File: config.mk
export PLATFORM = sky130hd
export DESIGN_NAME = if_fetch
export DESIGN_NICKNAME = d
export VERILOG_FILES = /design/src/rtl/if_fetch.sv
export SDC_FILE = /design/constraint.sdc
export NUM_CORES = 1
export LEC_CHECK = 0
export BUFFER_PORTS_ARGS = -buffer_cell sky130_fd_sc_hd__clkbuf_2
export CORE_MARGIN = 2
export CORE_UTILIZATION = 45
export CTS_CLUSTER_SIZE = 14
export DETAILED_ROUTE_END_ITERATION = 12
export GPL_TIMING_DRIVEN = 0
export PLACE_DENSITY = 0.71
export SETUP_SLACK_MARGIN = 0.4
export SLEW_MARGIN = 30
export SYNTH_ARGS = -nofsm -noshare
export SYNTH_HDL_FRONTEND = slang
export SYNTH_SLANG_ARGS = --single-unit
export TNS_END_PERCENT = 100
File: constraint.sdc
create_clock -name clk -period 2.08 [get_ports clk]
set_input_delay 0.104 -clock clk [delete_from_list [all_inputs] [get_ports clk]]
set_output_delay 0.104 -clock clk [all_outputs]
set_load 0.01 [all_outputs]
File: src/rtl/if_fetch.sv
// Instruction fetch stage: PC register plus a 2-entry {pc, inst, exc} FIFO in front of decode.
// Build option FETCH_MISALIGN_EXC_EN: misaligned redirects raise a fetch fault instead of being aligned down.
module if_fetch #(
  parameter logic [31:0] RESET_PC = 32'h0000_0000
) (
  input  logic        clk,
  input  logic        rst,
  output logic        ce_o,
  output logic [31:0] addr_o,
  input  logic [31:0] inst_i,
  input  logic        flush_i,
  input  logic [31:0] target_i,
  output logic        valid_o,
  input  logic        ready_i,
  output logic [31:0] pc_o,
  output logic [31:0] inst_o,
  output logic        exc_o
);

  // state | meaning
  // RUN   | fetching sequentially whenever the FIFO has room
  // FAULT | misaligned redirect taken; fetch halted until the next flush
  typedef enum logic {RUN = 1'b0, FAULT = 1'b1} state_t;

  typedef struct packed {
    logic [31:0] pc;
    logic [31:0] inst;
    logic        exc;
  } entry_t;

  localparam logic [31:0] NOP = 32'h0000_0013;

  state_t      state_q, state_d;
  logic [31:0] pc_q, pc_d;
  logic [1:0]  cnt_q, cnt_d;
  entry_t      e0_q, e0_d;  // e0 is always the head
  entry_t      e1_q, e1_d;
  logic        pop, fire;
  entry_t      new_e;

  always_comb begin
    valid_o = !rst && (cnt_q != 2'd0);
    pop     = valid_o && ready_i;
    fire    = !rst && (state_q == RUN) && !flush_i && ((cnt_q != 2'd2) || pop);
    ce_o    = fire;
    addr_o  = pc_q;
    new_e   = '{pc: pc_q, inst: inst_i, exc: 1'b0};
    if (valid_o) begin
      pc_o   = e0_q.pc;
      inst_o = e0_q.inst;
    end else begin
      pc_o   = 32'h0;
      inst_o = NOP;
    end
  end

`ifdef FETCH_MISALIGN_EXC_EN
  assign exc_o = valid_o ? e0_q.exc : 1'b0;
`else
  logic unused_bits;
  assign unused_bits = ^{target_i[1:0], e0_q.exc};
  assign exc_o = 1'b0;
`endif

  always_comb begin
    state_d = state_q;
    pc_d    = pc_q;
    cnt_d   = cnt_q;
    e0_d    = e0_q;
    e1_d    = e1_q;
    if (flush_i) begin
      cnt_d = 2'd0;
`ifdef FETCH_MISALIGN_EXC_EN
      if (target_i[1:0] != 2'b00) begin
        cnt_d   = 2'd1;
        e0_d    = '{pc: target_i, inst: NOP, exc: 1'b1};
        pc_d    = target_i;
        state_d = FAULT;
      end else begin
        pc_d    = target_i;
        state_d = RUN;
      end
`else
      pc_d    = {target_i[31:2], 2'b00};
      state_d = RUN;
`endif
    end else begin
      unique case ({pop, fire})
        2'b11: begin
          // count is unchanged; at count=1 the new word replaces the head
          if (cnt_q == 2'd2) begin
            e0_d = e1_q;
            e1_d = new_e;
          end else begin
            e0_d = new_e;
          end
        end
        2'b10: begin
          e0_d  = e1_q;
          cnt_d = cnt_q - 2'd1;
        end
        2'b01: begin
          if (cnt_q == 2'd0) e0_d = new_e;
          else               e1_d = new_e;
          cnt_d = cnt_q + 2'd1;
        end
        default: ;
      endcase
      if (fire) pc_d = pc_q + 32'd4;
    end
  end

  always_ff @(posedge clk) begin
    if (rst) begin
      state_q <= RUN;
      pc_q    <= RESET_PC;
      cnt_q   <= 2'd0;
      e0_q    <= '0;
      e1_q    <= '0;
    end else begin
      state_q <= state_d;
      pc_q    <= pc_d;
      cnt_q   <= cnt_d;
      e0_q    <= e0_d;
      e1_q    <= e1_d;
    end
  end

endmodule
==> impl_metrics.py <==
metrics = {
    "synth": {
        "synth.most_common_cell": "dfxtp_1",
        "synthCells": 814,
        "synth_edf_count": 0,
        "syn_avg_cell_area_sq_um": 8.91,
        "synthDominantCellAreaShare_pct": 43.1,
        "yosys_register_bits": 156,
        "yosys_warnings": 0,
        "synth_cell_type_count": 54,
        "netlist_area_sq_um": 7250,
        "yosysTopAreaCell": "dfxtp_1",
        "async_reset_ff_share_pct": 0,
        "synth_top_flop_cell": "dfxtp_1",
        "seq_area_frac_synth_pct": 43.1,
        "ys_top_cells_by_area": "dfxtp_1 43%, mux2i_1 13%, nor2_1 8.0%",
        "synth_common_cells": "156 x dfxtp_1, 154 x nor2_1, 94 x mux2i_1",
    },
    "power_and_ir_drop": {
        "powerDensity_nw_per_um2": 677,
        "total_power_mw": 7.12,
        "leakage_nw": 4.42,
        "vdd_drop_max_mv": 0.633,
    },
    "final_layout": {
        "final_nets": 1170,
        "diodes": 0,
        "final_cells": 1328,
        "layout-drive-gt1-share_pct": 34.4,
        "nFillCells": 1266,
        "finish.utilization_pct": 66.4,
        "syn_to_final_growth_pct": 44.9,
    },
    "outcome": {
        "outcome": "completed",
    },
    "drt": {
        "antenna_left": 0,
        "post_drt_wl_per_cell_um": 17.7,
        "drt_iter0_markers": 433,
        "via_per_inst": 5.50,
        "via_count": 7308,
        "drc_errors": 0,
        "dr.pass1.iters": 5,
        "wl_mm": 23.5,
    },
    "setup_path": {
        "worstPathRequired_ps": 2420,
        "criticalPathCategory": "reg -> reg",
        "startpoint_type": "flop",
        "arrival_ps": 2130,
        "crit_fanout": 6,
        "r2r_slack_ps": 280,
        "cp-end-kind": "flop",
    },
    "grt": {
        "grt-busiest-layer": "met2",
        "grt_overflow_total": 0,
        "grt_start_max_net_pins": 17,
        "antenna_found_initial": 0,
        "grt_util_all_layers_pct": 26.6,
        "grt_pass1_wl_mm": 34.9,
        "gr-usage-met3_pct": 5.37,
        "grt_pass1_vias": 6749,
        "use_met2_pct": 44.7,
        "met1_usage_pct": 34.0,
    },
    "floorplanning": {
        "die_h_um": 131,
        "die-width_um": 131,
        "die-area_sq_um": 17100,
        "start_util_pct": 45.8,
        "num_rows": 46,
        "ios": 167,
        "core_sq_um": 15800,
    },
    "timing": {
        "hold_violations": 0,
        "rsz0062_at_grt": "yes",
        "setup_viol": 0,
        "tightest_slew_ps": 721,
        "fin_crit_sh_pct": 86.3,
        "layout_min_cycle_time_ps": 1800,
        "finClkSkew_ps": 9.81,
        "slew-limit-headroom_pct": 51.9,
        "clock.fmax_ghz": 0.557,
        "final_max_slew_viol_count": 0,
    },
    "job": {
        "max_cap_viol_count": 0,
    },
    "worst_hold_path": {
        "hold_class": "in -> reg",
    },
    "clocking": {
        "htreeDepth": 4,
        "cts_buffer_depth": 2,
        "clk_latency_ps": 430,
        "cts-root-buf": "clkbuf_16",
        "path_clk_slew_ps": 60,
        "cts_made_buffers": 17,
        "cts_tree": "done",
        "cts.sinks": 156,
    },
    "placement": {
        "place_inst": 1191,
        "dp_hpwl_mm": 15.2,
        "gp_congestion": 0.882,
        "port_buffers": 157,
    },
}
==> placed cells by master, fill, tap and decap left out, types with 9 or more instances in the layout <==
cell type,netlist,routed
mux2i_1,94,94
nand4_1,11,11
dlygate4sd3_1,0,59
buf_2,11,9
dfxtp_1,156,127
clkbuf_1,44,28
a211oi_1,40,40
nor2_1,154,150
clkbuf_2,0,160
and2_4,0,20
nor3_1,32,32
buf_6,0,19
buf_4,16,51
o31ai_1,10,10
nand2_1,19,18
and2_1,61,41
clkbuf_8,0,16
dfxtp_4,0,21
nand3_1,13,11
a221oi_2,0,12
clkbuf_16,0,20
a221oi_1,33,21
==> power breakdown <==
part	internal [mW]	switching (mW)	total, mW
Combinational	0.468	0.526	0.994
Sequential	3.12	0.129	3.25
Clock	1.67	1.20	2.87
==> kinds of logic (layout without fill, tap and decap cells) <==
kind of cell | Yosys count | count (layout) | synth area share (%)
flip-flops | 156 | 156 | 43.1
buffers and inverters | 86 | 380 | 5.47
adder cells (fa/ha/maj) | 1 | 1 | 0.173
AND/OR/NAND/NOR | 341 | 341 | 23.6
AO/OA/AOI/OAI | 127 | 127 | 13.7
XOR/XNOR | 8 | 8 | 0.966
multiplexers | 94 | 94 | 13.0
other | 1 | 5 | 0.0517
==> registers in the layout (all words and copies together), names as in the netlist <==
signal / count
cnt_q: 2
e1_q: 62
e0_q: 62
addr_o: 30
==> cell type report <==
class | instances | area, sq um | share of cell area [%]
Inverter | 8 | 30.0 | 0.286
Clock inverter | 6 | 36.3 | 0.345
Timing Repair Buffer | 264 | 1830 | 17.4
Clock buffer | 24 | 503 | 4.79
Multi-Input combinational cell | 576 | 4060 | 38.6
Buffer | 78 | 568 | 5.40
Sequential cell | 156 | 3210 | 30.6
Tap cell | 216 | 270 | 2.57
==> critical path: stages (launching register included) <==
cell      delay (ps)
dfxtp_2          350
buf_6            100
and4_1           200
buf_6            150
nand4_4          130
or4_4            500
a311oi_2         270
==> final timing paths <==
kind,to,cells past startpoint,startpoint
worst max-delay path,addr_o[27]$_SDFFE_PP0P_,6,addr_o[11]$_SDFFE_PP0P_
worst min-delay path,cnt_q[0]$_SDFFE_PP0N_,3,ready_i
worst max register to register,addr_o[27]$_SDFFE_PP0P_,6,addr_o[11]$_SDFFE_PP0P_
worst min register to register,e0_q[15]$_SDFFE_PP0P_,2,e0_q[15]$_SDFFE_PP0P_
==> stage by stage <==
step                      hold slack [ps]  TNS, ps  cell area [sq um]  setup slack (ps)
after floorplan                       220        0               7370               407
after global placement                336    -2330               8420              -166
after detailed placement              336    -1880               8420              -141
after CTS                            9.83        0              10200               333
after global routing                 77.7        0              10500               195
final                                58.1        0              10500               284
==> per-layer routing <==
| layer | share of wire, % | vias up | routed length, um |
|---|---|---|---|
| li1 | - | 3497 | - |
| met1 | 43 | 3468 | 10000 |
| met2 | 49 | 296 | 11400 |
| met3 | 6.2 | 47 | 1450 |
| met4 | 2.7 | 0 | 645 |
| met5 | 0 | - | 0 |
==> what timing repair did <==
action / CTS / global route
gates cloned: 3 / 0
endpoints found under the setup margin: 140 / 194
resized for setup: 101 / 70
hold endpoints to repair: 61 / 0
pin swaps: 33 / 18
hold buffers: 59 / 0
setup buffers: 33 / 12
Power figures use the tool's default switching activity.
